### src/rtl/tmds_pkg.sv
// tmds_pkg: TMDS control-token constants, token-to-{C1,C0} mapping and alignment FSM states
package tmds_pkg;
   localparam logic [9:0] TOK_C00 = 10'h354;
   localparam logic [9:0] TOK_C01 = 10'h0AB;
   localparam logic [9:0] TOK_C10 = 10'h154;
   localparam logic [9:0] TOK_C11 = 10'h2AB;
   typedef enum logic [1:0] {SEARCH, SLIP, LOCKED} state_t;
   // returns {is_ctrl, C1, C0}; non-token symbols give 3'b000
   function automatic logic [2:0] tok_map(input logic [9:0] s);
      return s == TOK_C00 ? 3'b100 :
             s == TOK_C01 ? 3'b101 :
             s == TOK_C10 ? 3'b110 :
             s == TOK_C11 ? 3'b111 : 3'b000;
   endfunction
endpackage

### src/rtl/tmds_channel_decoder_if.sv
// tmds_channel_decoder_if: symbol input and decoded/status outputs of one TMDS channel
//   sym_i      10  received symbol, bit 0 first on the wire
//   data_o      8  decoded pixel byte
//   de_o        1  data period flag
//   ctrl_o      2  {C1,C0}
//   locked_o    1  word alignment achieved
//   bitslip_o   1  one-cycle bitslip request to the deserializer
//   err_cnt_o  16  lock-loss count
interface tmds_channel_decoder_if;
   logic [9:0]  sym_i;
   logic [7:0]  data_o;
   logic        de_o;
   logic [1:0]  ctrl_o;
   logic        locked_o;
   logic        bitslip_o;
   logic [15:0] err_cnt_o;
   modport master (output sym_i, input data_o, de_o, ctrl_o, locked_o, bitslip_o, err_cnt_o);
   modport slave  (input sym_i, output data_o, de_o, ctrl_o, locked_o, bitslip_o, err_cnt_o);
endinterface

### src/rtl/tmds_symbol_decode.sv
// tmds_symbol_decode: combinational TMDS symbol classification and 8-bit data decode
//   sym      in  10  symbol
//   is_ctrl  out  1  symbol is one of the four control tokens
//   ctrl     out  2  {C1,C0} of the token
//   data     out  8  decoded byte (meaningful when is_ctrl=0)
module tmds_symbol_decode
   import tmds_pkg::*;
(
   input  logic [9:0] sym,
   output logic       is_ctrl,
   output logic [1:0] ctrl,
   output logic [7:0] data
);
   logic [7:0] q;
   assign q = sym[9] ? ~sym[7:0] : sym[7:0];
   assign {is_ctrl, ctrl} = tok_map(sym);
   // sym[8]=0 marks XNOR encoding, so invert the neighbour XOR
   assign data = {q[7:1] ^ q[6:0] ^ {7{~sym[8]}}, q[0]};
endmodule

### src/rtl/tmds_channel_decoder.sv
// tmds_channel_decoder: one TMDS channel decoder with control-token bit-slip word alignment
//   clk_i   pixel clock
//   rstn_i  asynchronous active-low reset
//   bus     tmds_channel_decoder_if.slave (sym_i in; data_o, de_o, ctrl_o, locked_o, bitslip_o, err_cnt_o out)
//   Macro TMDS_DEC_ERRCNT_EN builds the saturating lock-loss counter; otherwise err_cnt_o is 0.
module tmds_channel_decoder
   import tmds_pkg::*;
#(
   parameter int CTRL_RUN  = 16,
   parameter int WINDOW    = 1024,
   parameter int SLIP_WAIT = 8
) (
   input logic clk_i,
   input logic rstn_i,
   tmds_channel_decoder_if.slave bus
);
   localparam int RW = $clog2(CTRL_RUN + 1);
   localparam int WW = $clog2(WINDOW);
   localparam int SW = $clog2(SLIP_WAIT + 1);
   logic [9:0]    sym_r;
   logic          v1;
   logic          is_ctrl;
   logic [1:0]    ctrl;
   logic [7:0]    data;
   logic [RW-1:0] run;
   logic [WW-1:0] win;
   logic [SW-1:0] slip;
   logic          tok, run_done, win_exp;
   state_t        state, state_nx;
   tmds_symbol_decode u_dec (.sym(sym_r), .is_ctrl(is_ctrl), .ctrl(ctrl), .data(data));
   // v1 keeps the pre-reset contents of sym_r from being decoded or counted
   assign tok      = v1 && is_ctrl;
   assign run_done = tok && run == RW'(CTRL_RUN - 1) && state != SLIP;
   assign win_exp  = win == WW'(WINDOW - 1);
   assign bus.locked_o = state == LOCKED;
   always_ff @(posedge clk_i or negedge rstn_i)
      if (!rstn_i) state <= SEARCH;
      else state <= state_nx;
   // run completion takes priority over window expiry in both SEARCH and LOCKED
   always_comb begin
      state_nx = state;
      state_nx = state == SEARCH ? (run_done ? LOCKED : win_exp ? SLIP : SEARCH) :
                 state == SLIP   ? (slip == SW'(SLIP_WAIT - 1) ? SEARCH : SLIP) :
                 (win_exp && !run_done ? SEARCH : LOCKED);
   end
   always_ff @(posedge clk_i or negedge rstn_i)
      if (!rstn_i) begin
         sym_r         <= '0;
         v1            <= 1'b0;
         run           <= '0;
         win           <= '0;
         slip          <= '0;
         bus.bitslip_o <= 1'b0;
         bus.data_o    <= '0;
         bus.de_o      <= 1'b0;
         bus.ctrl_o    <= '0;
      end else begin
         sym_r         <= bus.sym_i;
         v1            <= 1'b1;
         run           <= state == SLIP || !tok ? '0 : run == RW'(CTRL_RUN) ? run : run + 1'b1;
         win           <= (state != SEARCH && state_nx == SEARCH) || run_done || win_exp ? '0 : win + 1'b1;
         slip          <= state == SLIP ? slip + 1'b1 : '0;
         bus.bitslip_o <= state == SEARCH && state_nx == SLIP;
         if (v1) begin
            bus.de_o <= !is_ctrl;
            if (is_ctrl) bus.ctrl_o <= ctrl;
            else bus.data_o <= data;
         end
      end
`ifdef TMDS_DEC_ERRCNT_EN
   always_ff @(posedge clk_i or negedge rstn_i)
      if (!rstn_i) bus.err_cnt_o <= '0;
      else if (state == LOCKED && state_nx == SEARCH && bus.err_cnt_o != 16'hFFFF)
         bus.err_cnt_o <= bus.err_cnt_o + 1'b1;
`else
   assign bus.err_cnt_o = '0;
`endif
endmodule

### src/flat_wrapper.sv
// flat-port wrapper written by rule: the top's interface ports become plain ports
module tmds_channel_decoder_flat import tmds_pkg::*;
#(
   parameter int CTRL_RUN  = 16,
   parameter int WINDOW    = 1024,
   parameter int SLIP_WAIT = 8
)
  (clk_i, rstn_i, bus_sym_i, bus_data_o, bus_de_o, bus_ctrl_o, bus_locked_o, bus_bitslip_o, bus_err_cnt_o);
  tmds_channel_decoder_if bus_i ();
  input logic clk_i;
  input logic rstn_i;
  input wire logic [$bits(bus_i.sym_i)-1:0] bus_sym_i;
  output wire logic [$bits(bus_i.data_o)-1:0] bus_data_o;
  output wire logic [$bits(bus_i.de_o)-1:0] bus_de_o;
  output wire logic [$bits(bus_i.ctrl_o)-1:0] bus_ctrl_o;
  output wire logic [$bits(bus_i.locked_o)-1:0] bus_locked_o;
  output wire logic [$bits(bus_i.bitslip_o)-1:0] bus_bitslip_o;
  output wire logic [$bits(bus_i.err_cnt_o)-1:0] bus_err_cnt_o;
  assign bus_i.sym_i = bus_sym_i;
  assign bus_data_o = bus_i.data_o;
  assign bus_de_o = bus_i.de_o;
  assign bus_ctrl_o = bus_i.ctrl_o;
  assign bus_locked_o = bus_i.locked_o;
  assign bus_bitslip_o = bus_i.bitslip_o;
  assign bus_err_cnt_o = bus_i.err_cnt_o;
  tmds_channel_decoder #(.CTRL_RUN(CTRL_RUN), .WINDOW(WINDOW), .SLIP_WAIT(SLIP_WAIT)) u_core (.clk_i(clk_i), .rstn_i(rstn_i), .bus(bus_i));
endmodule
### config.mk
export PLATFORM = sky130hd
export DESIGN_NAME = tmds_channel_decoder_flat
export DESIGN_NICKNAME = d
export VERILOG_FILES = /design/src/rtl/tmds_pkg.sv /design/src/rtl/tmds_channel_decoder_if.sv /design/src/rtl/tmds_symbol_decode.sv /design/src/rtl/tmds_channel_decoder.sv /design/src/flat_wrapper.sv
export SDC_FILE = /design/constraint.sdc
export NUM_CORES = 1
export LEC_CHECK = 0
export ABC_CLOCK_PERIOD_IN_PS = 3600
export BUFFER_PORTS_ARGS = -buffer_cell sky130_fd_sc_hd__buf_4
export CAP_MARGIN = 20
export CORE_AREA = 2 2 69 71
export DETAILED_ROUTE_END_ITERATION = 8
export DIE_AREA = 0 0 71 73
export GPL_ROUTABILITY_DRIVEN = 0
export PLACE_DENSITY = 0.7
export SYNTH_ARGS = -nofsm -noshare
export SYNTH_HDL_FRONTEND = slang
export SYNTH_SLANG_ARGS = --single-unit
### constraint.sdc
create_clock -name clk_i -period 3.6 [get_ports clk_i]
set_clock_uncertainty 0.2 [all_clocks]
set_input_delay 0.36 -clock clk_i [delete_from_list [all_inputs] [get_ports clk_i]]
set_output_delay 0.36 -clock clk_i [all_outputs]
set_load 0.1 [all_outputs]
Yosys cells after proc, flatten, opt, wreduce, memory -nomap -nowiden
Index checks and enable logic that the tools add are counted.

Flip-flop bits (word level): 44. Bits in latches: 0. Memory bits (writable): 0. Bits in read-only memories: 0. Word-level logic and storage cells: 63. Memories kept: 0.

Add/sub/neg operators: 3. Multipliers: 0. Div/mod/pow operators: 0. Magnitude comparators: 0. Eq/ne operators: 13. Shift-type cells: 0. Multiplexer cells: 15. Bitwise logic cells: 5. Reduce and logical (&&, ||, !) cells: 17.

Operators by type and width (count): equality test 10 bit, second input constant (3); bitwise XOR 7 bit (2); two-way mux 3 bit (4); adder 10 x 1 -> 10 bit, second input constant (1); equality test 10 x 8 -> 1 bit, second input constant (1); equality test 10 x 9 -> 1 bit, second input constant (1); two-way mux 10 bit (1); two-way mux 5 bit (2); two-way mux 2 bit (4); two-way mux 8 bit (1); inverter 8 bit (1); logical AND 1 bit (6); adder 5 x 1 -> 5 bit, second input constant (1); equality test 5 x 4 -> 1 bit, second input constant (1); equality test 5 bit, second input constant (1); adder 4 x 1 -> 4 bit, second input constant (1); equality test 2 x 1 -> 1 bit, second input constant (2); equality test 4 x 3 -> 1 bit, second input constant (1); logical NOT 2 bit (2); two-way mux 4 bit (1); inequality test 2 x 1 -> 1 bit, second input constant (2); AND reduction 2 bit (2); logical NOT 1 bit (3); logical OR 1 bit (3); 4 further kinds (6).

Logic depth before layout (Yosys ltp)
Gate-level depths: netlist of run 1.

Word-level depth: 18. Mapped depth: 7.

Modules after synthesis
A second synthesis of run 1 with hierarchy kept.

Cells, all modules: 177. Area total of the unflattened synthesis: 2110.8 um^2.

Modules (own cells, without submodules): tmds_channel_decoder (times used 1, cells an instance 152, area an instance 1879.3 um^2, sequential area each 1101.1 um^2); tmds_symbol_decode (times used 1, cells an instance 25, area an instance 231.5 um^2, sequential area each 0.0 um^2).

Worst setup path after synthesis of run 1
OpenSTA, ideal clock, no wires.

Path type: reg-to-output. From: register u_core.state[0]. To: output port bus_locked_o. Arrival time: 1.732 ns. Data required time: 3.040 ns. Path slack: 1.308 ns. Stages on the path, launching flop included: 2. Path buffers: 0. Cells stage by stage: dfrtp_1 nor2b_1.

Longest elaborated chain between the ends: 1.

Ends and longest elaborated chain: start: declaration (RTL line tmds_channel_decoder.sv:29) `state_t state, state_nx;`; start signal: assignment (RTL line tmds_channel_decoder.sv:38) `else state <= state_nx;`; equality test 2 bit (RTL line tmds_channel_decoder.sv:35) `assign bus.locked_o = state == LOCKED;`; end: declaration (RTL line flat_wrapper.sv:16) `output wire logic [$bits(bus_i.locked_o)-1:0] bus_locked_o;`.

No other way between the ends.

Worst setup path in the final report of run 1
From: register u_core.sym_r[8]. To: register u_core.win[4].

Longest elaborated chain between the ends: 18. Elaborated cells between the ends (all ways): 22. Those cells by class: 4 x eq/ne; 9 x mux; 9 x reduce/logical.

Ends and longest elaborated chain: start: declaration (RTL line tmds_channel_decoder.sv:20) `logic [9:0] sym_r;`; start signal: assignment (RTL line tmds_channel_decoder.sv:58) `sym_r <= bus.sym_i;`; equality test 10 bit (RTL line tmds_pkg.sv:13) `s == TOK_C11 ? 3'b111 : 3'b000;`; two-way mux 3 bit (RTL line tmds_pkg.sv:13); two-way mux 3 bit (RTL line tmds_pkg.sv:12) `s == TOK_C10 ? 3'b110 :`; two-way mux 3 bit (RTL line tmds_pkg.sv:11) `s == TOK_C01 ? 3'b101 :`; two-way mux 3 bit (*) (RTL line tmds_pkg.sv:10) `return s == TOK_C00 ? 3'b100 :`; logical AND 1 bit (*) (RTL line tmds_channel_decoder.sv:32) `assign tok = v1 && is_ctrl;`; logical AND 1 bit (*) (2 in series) (RTL line tmds_channel_decoder.sv:33) `assign run_done = tok && run == RW'(CTRL_RUN - 1) && state != SLIP;`; logical NOT 1 bit (RTL line tmds_channel_decoder.sv:44) `(win_exp && !run_done ? SEARCH : LOCKED);`; logical AND 1 bit (RTL line tmds_channel_decoder.sv:44); two-way mux 2 bit (RTL line tmds_channel_decoder.sv:44); two-way mux 2 bit (RTL line tmds_channel_decoder.sv:43) `state == SLIP ? (slip == SW'(SLIP_WAIT - 1) ? SEARCH : SLIP) :`; two-way mux 2 bit (RTL line tmds_channel_decoder.sv:42) `state_nx = state == SEARCH ? (run_done ? LOCKED : win_exp ? SLIP : SEARCH) :`; logical NOT 2 bit (RTL line tmds_channel_decoder.sv:61) `win <= (state != SEARCH && state_nx == SEARCH) || run_done || win_exp ? '0 : win + 1'b1;`; logical AND 1 bit (RTL line tmds_channel_decoder.sv:61); logical OR 1 bit (*) (2 in series) (RTL line tmds_channel_decoder.sv:61); two-way mux 10 bit (*) (RTL line tmds_channel_decoder.sv:61); end signal: assignment (RTL line tmds_channel_decoder.sv:61); end: declaration (RTL line tmds_channel_decoder.sv:26) `logic [WW-1:0] win;`.

Every way passes the cells marked *; elsewhere a longest branch is shown, timed or not. A chain may end at the register's enable or synchronous reset.

==> results of run 1 <==
-- logic make-up (layout without fill, tap and decap cells) --
family,Yosys count,count (layout),share of synthesized area
simple gates,50,50,0.160
flops,44,44,0.511
buf+inv,30,53,0.0912
xor+xnor,25,25,0.102
compound gates,12,12,0.0459
mux,9,9,0.0465
fa+ha+maj,7,7,0.0406
other cells,2,17,0.00349
-- cell type report --
class	count	area, sq um	share of cell area
Inverter	10	37.5	0.0150
Timing Repair Buffer	35	290	0.116
Tap cell	54	67.6	0.0270
Clock buffer	6	82.6	0.0330
Sequential cell	44	1100	0.440
Clock inverter	2	10.0	0.00400
Multi-Input combinational cell	120	913	0.365
-- state kept, by name (all words and copies together), names as in the netlist --
| signal | flops |
|---|---|
| u_core.state | 2 |
| u_core.run | 5 |
| u_core.bus.ctrl_o | 2 |
| u_core.slip | 4 |
| u_core.v1 | 1 |
| u_core.bus.bitslip_o | 1 |
| u_core.bus.data_o | 8 |
| u_core.win | 10 |
| u_core.sym_r | 10 |
| u_core.bus.de_o | 1 |
-- cells in the mapped netlist (2+ instances only) --
master    instances
xor2_1           14
nand2b_1          2
nand3_1           7
inv_1            10
nor2b_1           2
nor2_1            8
nand2_1           4
nor3_1            9
buf_4            16
mux2_2            8
xnor2_1          11
buf_6             3
a221oi_1          2
nand4_1           2
ha_1              7
dfrtp_1          44
conb_1            2
a21oi_1           2
and4_1            3
-- critical path: cells and delay by family, from the launching register on --
family,cells,cell delay [ns]
AOI/OAI and AO/OA,1,0.43
and+or+nand+nor,3,0.69
DFF,1,0.51
-- metrics by stage --
step,power [mW],hold slack (ns)
3_3_place_gp,0.859,0.185
6_report,1.16,0.263
3_5_place_dp,0.859,0.187
5_1_grt,1.22,0.290
2_1_floorplan,0.814,-0.136
4_1_cts,1.18,0.271
-- per-layer routing --
| metal | vias up | part of all wire |
|---|---|---|
| li1 | 646 | - |
| met1 | 618 | 0.45 |
| met2 | 34 | 0.48 |
| met3 | 6 | 0.044 |
| met4 | 0 | 0.022 |
| met5 | - | 0 |
-- how the worst max path moves through the flow --
stage	to	slack (ns)	depth (start not counted)
4_1_cts	u_core.win[3]	1.60	4
3_5_place_dp	u_core.win[3]	1.61	4
2_1_floorplan	bus_locked_o	1.31	1
3_3_place_gp	u_core.win[2]	1.66	4
5_1_grt	u_core.win[4]	1.47	4
6_report	u_core.win[4]	1.62	4
-- power breakdown --
| group | internal [mW] | switching [mW] |
|---|---|---|
| registers | 0.519 | 0.0198 |
| clock network | 0.153 | 0.155 |
| logic | 0.0670 | 0.251 |
| total | 0.739 | 0.426 |
-- layout by cell type, fill, tap and decap left out, types with 7 or more instances in the layout --
| master | netlist | final |
|---|---|---|
| buf_4 | 16 | 24 |
| dfrtp_1 | 44 | 44 |
| inv_1 | 10 | 10 |
| xor2_1 | 14 | 14 |
| mux2_2 | 8 | 8 |
| nand3_1 | 7 | 7 |
| nor3_1 | 9 | 9 |
| dlygate4sd3_1 | 0 | 11 |
| conb_1 | 2 | 17 |
| xnor2_1 | 11 | 11 |
| nor2_1 | 8 | 8 |
| ha_1 | 7 | 7 |
-- repair_timing --
item                                    in CTS  in global routing
hold endpoints to repair                    54                  0
hold buffers                                11                  0
endpoints found under the setup margin       0                  0
==> impl_metrics.py, run 1 <==
metrics = {
    "run_status": {
        "status": "finished, final reports clean",
    },
    "sta": {
        "post-route-min-period_ns": 1.98,
        "worst_slack_ns": 1.62,
        "hold_violations": 0,
        "setup_viol": 0,
        "fin_crit_sh": 0.551,
        "rsz0062_at_grt": "no",
        "fin_setup_tns_ns": 0,
        "fmax_mhz": 504,
        "slew_headroom": 0.530,
        "drv_slew": 0,
        "worstMarginPinSlew_ns": 0.700,
    },
    "placed_design": {
        "dp_hpwl_mm": 2.26,
        "place_inst": 252,
        "dp_slack_ns": 1.61,
        "port_buffers": 24,
        "place_area_sq_mm": 0.00230,
    },
    "global_route": {
        "gr-total-overflow": 0,
        "grt_max_degree": 45,
        "use_met2": 0.226,
        "antenna_found_initial": 0,
        "top_usage_layer": "met2",
        "grt_pass1_wl_mm": 5.48,
        "gr-usage-met1": 0.166,
        "grt_usage": 0.138,
        "met3_usage": 0.0414,
        "first_global_vias": 1273,
    },
    "cts": {
        "clockRootBuffer": "clkbuf_8",
        "post-cts-setup-buffers": 0,
        "cts-resized-gates": 0,
        "cts_sinks": 44,
        "cts_max_path_buffers": 2,
        "path_clk_slew_ns": 0.08,
        "cts_made_buffers": 5,
        "cts_tree": "built",
        "htreeDepth": 2,
        "insertion_delay_ns": 0.29,
    },
    "yosys": {
        "synth.top_cell.area_share": 0.511,
        "syn_area_sq_mm": 0.00215,
        "syn_inst": 179,
        "synth_seq_area_share": 0.511,
        "synthArstFlopShare": 1.00,
        "synth_top_cell_by_area": "dfrtp_1",
        "synth_cell_types": 42,
        "synth.avg_cell_area_sq_um": 12.0,
        "ys_top_cells_by_area": "dfrtp_1 51%, xor2_1 5.7%, buf_4 5.6%",
        "yosys_warnings": 0,
        "synth-edff-count": 0,
        "synth_ff_type": "dfrtp_1",
        "ys_ff_latch": 44,
    },
    "die": {
        "io_pins": 41,
        "dieArea_sq_mm": 0.00518,
        "initial_utilization": 0.475,
        "die_w_um": 71,
        "die_h_um": 73,
        "fp-row-count": 25,
        "core_area_sq_mm": 0.00454,
    },
    "critical_path": {
        "rr_worst_depth": 4,
        "crit_type": "reg2reg",
        "cp.arrival_ns": 1.93,
        "r2r-start": "u_core.sym_r[8]",
        "r2r-end": "u_core.win[4]",
        "cp-start-kind": "flip-flop",
        "worst-path-max-fanout": 11,
        "regToRegSetupSlack_ns": 1.62,
        "cp-end-kind": "flip-flop",
        "cp_slowest_cell": "dfrtp_1",
        "cpPeakStageDelay_ns": 0.51,
        "required_ns": 3.55,
        "path_cells": "nand4bb_1, or2_4, a21oi_2, nor3_1",
        "crit_start": "u_core.sym_r[8]",
    },
    "hold_path": {
        "min_path_cells": 1,
        "worstHoldStart": "u_core.slip[0]",
        "worstHoldPathType": "reg2reg",
        "worstHoldEndpoint": "u_core.slip[0]",
    },
    "finish": {
        "syn2layout_area_growth_pct": 16.1,
        "fin_area_sq_mm": 0.00250,
        "antenna_cells": 0,
        "nFillCells": 410,
        "finalNonFillerCells": 271,
        "final_nets": 235,
        "drive_gt1_frac": 0.226,
        "utilization": 0.552,
    },
    "drt": {
        "drt_iter0_drc": 64,
        "wl_mm": 3.15,
        "vias": 1304,
        "wire_per_inst_um": 11.6,
        "drc": 0,
        "first_pass_iters": 4,
        "vias_per_cell": 4.81,
        "postRouteAntennaNets": 0,
    },
    "flow_run": {
        "max_cap_viol_count": 0,
    },
    "pwr": {
        "p_leak_nw": 1.13,
        "powerDensity_mw_per_mm2": 466,
        "vdd_drop_max_mv": 0.285,
    },
}
Note: power is estimated with default switching activity, not from simulation.
==> run 2, diff against run 1 <==
--- a/config.mk
+++ b/config.mk
@@ -5,14 +5,14 @@
 export SDC_FILE = /design/constraint.sdc
 export NUM_CORES = 1
 export LEC_CHECK = 0
-export ABC_CLOCK_PERIOD_IN_PS = 3600
+export ABC_CLOCK_PERIOD_IN_PS = 1700
 export BUFFER_PORTS_ARGS = -buffer_cell sky130_fd_sc_hd__buf_4
 export CAP_MARGIN = 20
-export CORE_AREA = 2 2 69 71
+export CORE_AREA = 2 2 70 72
 export DETAILED_ROUTE_END_ITERATION = 8
-export DIE_AREA = 0 0 71 73
+export DIE_AREA = 0 0 72 74
 export GPL_ROUTABILITY_DRIVEN = 0
-export PLACE_DENSITY = 0.7
+export PLACE_DENSITY = 0.71
 export SYNTH_ARGS = -nofsm -noshare
 export SYNTH_HDL_FRONTEND = slang
 export SYNTH_SLANG_ARGS = --single-unit
==> constraint.sdc (replaced) <==
create_clock -name clk_i -period 1.7 [get_ports clk_i]
set_clock_uncertainty 0.2 [all_clocks]
set_input_delay 0.17 -clock clk_i [delete_from_list [all_inputs] [get_ports clk_i]]
set_output_delay 0.17 -clock clk_i [all_outputs]
set_load 0.1 [all_outputs]
==> impl_metrics.py, run 2 (synthesized netlist as in run 1, its figures left out) <==
metrics = {
    "die": {
        "initial_utilization": 0.469,
        "die_w_um": 72,
        "core_area_sq_mm": 0.00460,
        "fp-row-count": 25,
        "die_h_um": 74,
        "dieArea_sq_mm": 0.00533,
        "io_pins": 41,
    },
    "global_route": {
        "gr-total-overflow": 0,
        "grt_pass1_wl_mm": 6.84,
        "grt_usage": 0.169,
        "first_global_vias": 1487,
        "grt_max_degree": 45,
        "antenna_found_initial": 0,
    },
    "finish": {
        "nFillCells": 357,
        "drive_gt1_frac": 0.410,
        "antenna_cells": 0,
        "fin_area_sq_mm": 0.00297,
        "top_regs": "u_core.sym_r x10, u_core.win x10, u_core.bus.data_o x8",
        "syn2layout_area_growth_pct": 37.6,
        "final_common_cell": "buf_4",
        "final_nets": 269,
        "finalNonFillerCells": 305,
        "final_cell_mix": "52 x buf_4, 44 x dfrtp_1, 17 x conb_1, 14 x xor2_1",
    },
    "placed_design": {
        "place_inst": 280,
        "place_area_sq_mm": 0.00251,
        "port_buffers": 24,
        "dp_slack_ns": -0.212,
        "dp_hpwl_mm": 2.59,
    },
    "drt": {
        "postRouteAntennaNets": 0,
        "drc": 0,
        "vias": 1489,
        "first_pass_iters": 4,
        "wl_mm": 4.05,
        "drt_iter0_drc": 40,
        "vias_per_cell": 4.88,
        "wire_per_inst_um": 13.3,
    },
    "cts": {
        "path_clk_slew_ns": 0.08,
        "clockRootBuffer": "clkbuf_8",
        "cts_max_path_buffers": 2,
        "cts_tree": "built",
        "htreeDepth": 2,
        "insertion_delay_ns": 0.30,
        "cts_made_buffers": 5,
        "cts_sinks": 44,
    },
    "flow_run": {
        "max_cap_viol_count": 0,
    },
    "sta": {
        "worstMarginPinSlew_ns": 0.535,
        "hold_violations": 0,
        "worst_slack_ns": -0.0954,
        "fin_hold_ws_ns": 0.199,
        "fmax_mhz": 557,
        "fin_crit_sh": 1.06,
        "setup_viol": 19,
        "drv_slew": 0,
        "post-route-min-period_ns": 1.80,
        "slew_headroom": 0.643,
        "rsz0062_at_grt": "yes",
    },
    "run_status": {
        "violations": "negative setup slack",
        "status": "finished, violations left",
    },
    "critical_path": {
        "cp_top_family": "simple AND/OR/NAND/NOR gates",
        "cp-end-kind": "flip-flop",
        "cp.arrival_ns": 1.78,
        "cp_slowest_cell": "dfrtp_1",
        "required_ns": 1.68,
        "cpPeakStageDelay_ns": 0.39,
        "cp-start-kind": "flip-flop",
        "path_cells": "inv_2, ha_1, nand4bb_1, or2_4, buf_6, a221oi_2, o22ai_1",
        "worst-path-max-fanout": 4,
        "crit_type": "reg2reg",
        "crit_buf_inv": 2,
    },
    "pwr": {
        "vdd_drop_max_mv": 0.578,
        "powerDensity_mw_per_mm2": 860,
        "p_leak_nw": 1.38,
    },
    "hold_path": {
        "worstHoldPathType": "in2async",
    },
}
[run 2: cell count changes in the layout (fill, tap and decap cells not counted), moves of 3 or more]
cell,previous run,this run
ha_1,7,4
buf_6,0,4
mux2_4,0,8
mux2_2,8,0
nor3_1,9,1
inv_1,10,7
nor3_2,1,9
buf_4,24,52
[run 2: what timing repair did]
item | in CTS | in global routing
gates resized for setup | 20 | 22
pin swaps | 11 | 8
endpoints found under the hold margin | 54 | 0
hold buffers | 11 | 0
gates cloned | 1 | 0
setup buffers | 3 | 2
endpoints found under the setup margin | 22 | 29
[run 2: final timing paths]
| check | from | to | slack [ns] | cells past startpoint |
|---|---|---|---|---|
| setup / recovery | u_core.sym_r[6] | u_core.bus.ctrl_o[1] | -0.1 | 7 |
| hold / removal | rstn_i | u_core.bus.bitslip_o | 0.20 | 2 |
| setup reg to reg | u_core.sym_r[6] | u_core.bus.ctrl_o[1] | -0.1 | 7 |
| hold reg to reg | u_core.slip[0] | u_core.slip[0] | 0.26 | 1 |
| max in group asynchronous | rstn_i | u_core.run[3] | 0.73 | 2 |
| min in group clk_i | u_core.slip[0] | u_core.slip[0] | 0.26 | 1 |
[run 2: area by class of cell]
| class | count | area (sq um) | share of cell area |
|---|---|---|---|
| Multi-Input combinational cell | 121 | 1100 | 0.371 |
| Clock buffer | 8 | 90.1 | 0.0304 |
| Tap cell | 54 | 67.6 | 0.0228 |
| Sequential cell | 44 | 1100 | 0.371 |
| Timing Repair Buffer | 68 | 566 | 0.191 |
| Inverter | 10 | 40.0 | 0.0135 |
[run 2: power by group]
part	internal [mW]	total [mW]	switching [mW]
sequential	1.10	1.14	0.0377
combinational	0.186	0.741	0.555
clock	0.332	0.673	0.341
total	1.62	2.55	0.934
[run 2: through the flow]
step | power, mW | utilization | setup TNS (ns)
after floorplan | 1.72 | - | -0.370
after global placement | 1.84 | 0.546 | -2.40
after detailed placement | 1.84 | 0.546 | -3.21
after CTS | 2.54 | 0.619 | -1.25
after global routing | 2.65 | 0.645 | -2.23
final | 2.55 | 0.645 | -0.757
[run 2: per-layer routing]
layer  GRT usage  vias up  routed length, um
met5           0        -                  0
met4      0.0776        0                 75
met3      0.0407        7                164
met2       0.302       46               2170
met1       0.194      718               1640
li1            -      718                  -
==> run 3, diff against run 2 <==
--- a/config.mk
+++ b/config.mk
@@ -5,14 +5,14 @@
 export SDC_FILE = /design/constraint.sdc
 export NUM_CORES = 1
 export LEC_CHECK = 0
-export ABC_CLOCK_PERIOD_IN_PS = 1700
+export ABC_CLOCK_PERIOD_IN_PS = 2150
 export BUFFER_PORTS_ARGS = -buffer_cell sky130_fd_sc_hd__buf_4
 export CAP_MARGIN = 20
-export CORE_AREA = 2 2 70 72
+export CORE_AREA = 5 5 72 74
 export DETAILED_ROUTE_END_ITERATION = 8
-export DIE_AREA = 0 0 72 74
+export DIE_AREA = 0 0 77 79
 export GPL_ROUTABILITY_DRIVEN = 0
-export PLACE_DENSITY = 0.71
+export PLACE_DENSITY = 0.7
 export SYNTH_ARGS = -nofsm -noshare
 export SYNTH_HDL_FRONTEND = slang
 export SYNTH_SLANG_ARGS = --single-unit
==> constraint.sdc (replaced) <==
create_clock -name clk_i -period 2.15 [get_ports clk_i]
set_clock_uncertainty 0.2 [all_clocks]
set_input_delay 0.215 -clock clk_i [delete_from_list [all_inputs] [get_ports clk_i]]
set_output_delay 0.215 -clock clk_i [all_outputs]
set_load 0.1 [all_outputs]
==> impl_metrics.py, run 3 (synthesized netlist as in run 1, its figures left out) <==
metrics = {
    "run_status": {
        "status": "finished, final reports clean",
    },
    "drt": {
        "vias_per_cell": 4.85,
        "dr_wl_met3_um": 204,
        "maxUsedRoutingLayer": "met4",
        "wl_mm": 3.58,
        "first_pass_iters": 4,
        "postRouteAntennaNets": 0,
        "wl_met1_mm": 1.59,
        "vias": 1323,
        "drc": 0,
        "drt_iter0_drc": 89,
        "wl_met2_mm": 1.71,
        "wire_per_inst_um": 13.1,
    },
    "finish": {
        "top_regs": "u_core.sym_r x10, u_core.win x10, u_core.bus.data_o x8",
        "utilization": 0.558,
        "finalNonFillerCells": 273,
        "fin_area_sq_mm": 0.00253,
        "drive_gt1_frac": 0.233,
        "syn2layout_area_growth_pct": 17.4,
        "final_nets": 238,
        "antenna_cells": 0,
        "final_common_cell": "dfrtp_1",
        "final_cell_mix": "44 x dfrtp_1, 27 x buf_4, 17 x conb_1, 14 x xor2_1",
    },
    "cts": {
        "cts_tree": "built",
        "clockRootBuffer": "clkbuf_8",
        "cts_made_buffers": 5,
        "insertion_delay_ns": 0.29,
        "cts_sinks": 44,
        "cts-resized-gates": 0,
        "cts_max_path_buffers": 2,
        "htreeDepth": 2,
        "path_clk_slew_ns": 0.08,
    },
    "global_route": {
        "antenna_found_initial": 0,
        "first_global_vias": 1382,
        "gr-total-overflow": 0,
        "grt_usage": 0.132,
        "grt_max_degree": 45,
        "grt_pass1_wl_mm": 6.44,
    },
    "critical_path": {
        "cp-end-kind": "flip-flop",
        "cp.arrival_ns": 1.86,
        "crit_type": "reg2reg",
        "worst-path-max-fanout": 9,
        "cp-start-kind": "flip-flop",
        "required_ns": 2.13,
    },
    "placed_design": {
        "place_inst": 255,
        "dp_hpwl_mm": 2.52,
        "dp_slack_ns": 0.264,
        "port_buffers": 24,
        "place_area_sq_mm": 0.00232,
    },
    "die": {
        "fp-row-count": 25,
        "io_pins": 41,
        "core_area_sq_mm": 0.00454,
        "die_h_um": 79,
        "initial_utilization": 0.475,
        "dieArea_sq_mm": 0.00608,
        "die_w_um": 77,
    },
    "sta": {
        "slew_headroom": 0.645,
        "worstMarginPinSlew_ns": 0.531,
        "post-route-min-period_ns": 1.88,
        "drv_slew": 0,
        "setup_viol": 0,
        "worst_slack_ns": 0.265,
        "fin_crit_sh": 0.877,
        "fin_hold_ws_ns": 0.239,
        "rsz0062_at_grt": "no",
        "fin_setup_tns_ns": 0,
        "hold_violations": 0,
        "fmax_mhz": 531,
    },
    "pwr": {
        "vdd_drop_max_mv": 0.483,
        "total_power_mw": 1.99,
        "p_leak_nw": 1.15,
        "powerDensity_mw_per_mm2": 787,
    },
    "hold_path": {
        "worstHoldPathType": "in2async",
    },
    "flow_run": {
        "max_cap_viol_count": 0,
    },
}
==> run 3: area by class of cell <==
class	instances	area, sq um
Fill cell	405	2010
Sequential cell	44	1100
Multi-Input combinational cell	120	913
Timing Repair Buffer	38	313
Clock buffer	7	96.3
Tap cell	54	67.6
Inverter	10	37.5
==> run 3: metal layers <==
layer	vias up	global-route usage
met5	-	0
met3	8	0.0340
met4	0	0.0636
met1	622	0.164
li1	655	-
met2	38	0.212
==> run 3: worst max-delay path, cell delays in order, from the launching register on <==
cell	delay, ns
dfrtp_1	0.39
inv_1	0.09
ha_1	0.15
nand4bb_1	0.13
or2_4	0.31
nand3_4	0.15
mux2_2	0.35
==> run 3: worst paths after layout <==
kind,from,to,slack [ns],cells past startpoint
setup / recovery,u_core.sym_r[6],u_core.bus.data_o[2],0.27,6
hold / removal,rstn_i,u_core.win[5],0.24,2
setup reg to reg,u_core.sym_r[6],u_core.bus.data_o[2],0.27,6
hold reg to reg,u_core.slip[0],u_core.slip[0],0.26,1
max in group asynchronous,rstn_i,u_core.bus.data_o[7],1.14,2
min in group clk_i,u_core.slip[0],u_core.slip[0],0.26,1
==> run 3: power breakdown <==
group	internal, mW	total (mW)	switching (mW)
clock network	0.286	0.549	0.263
registers	0.869	0.903	0.0338
logic	0.113	0.538	0.424
total	1.27	1.99	0.721
==> run 3: timing repair <==
action,4_1_cts,5_1_grt
hold endpoints to repair,54,0
hold buffers,11,0
setup buffers,0,0
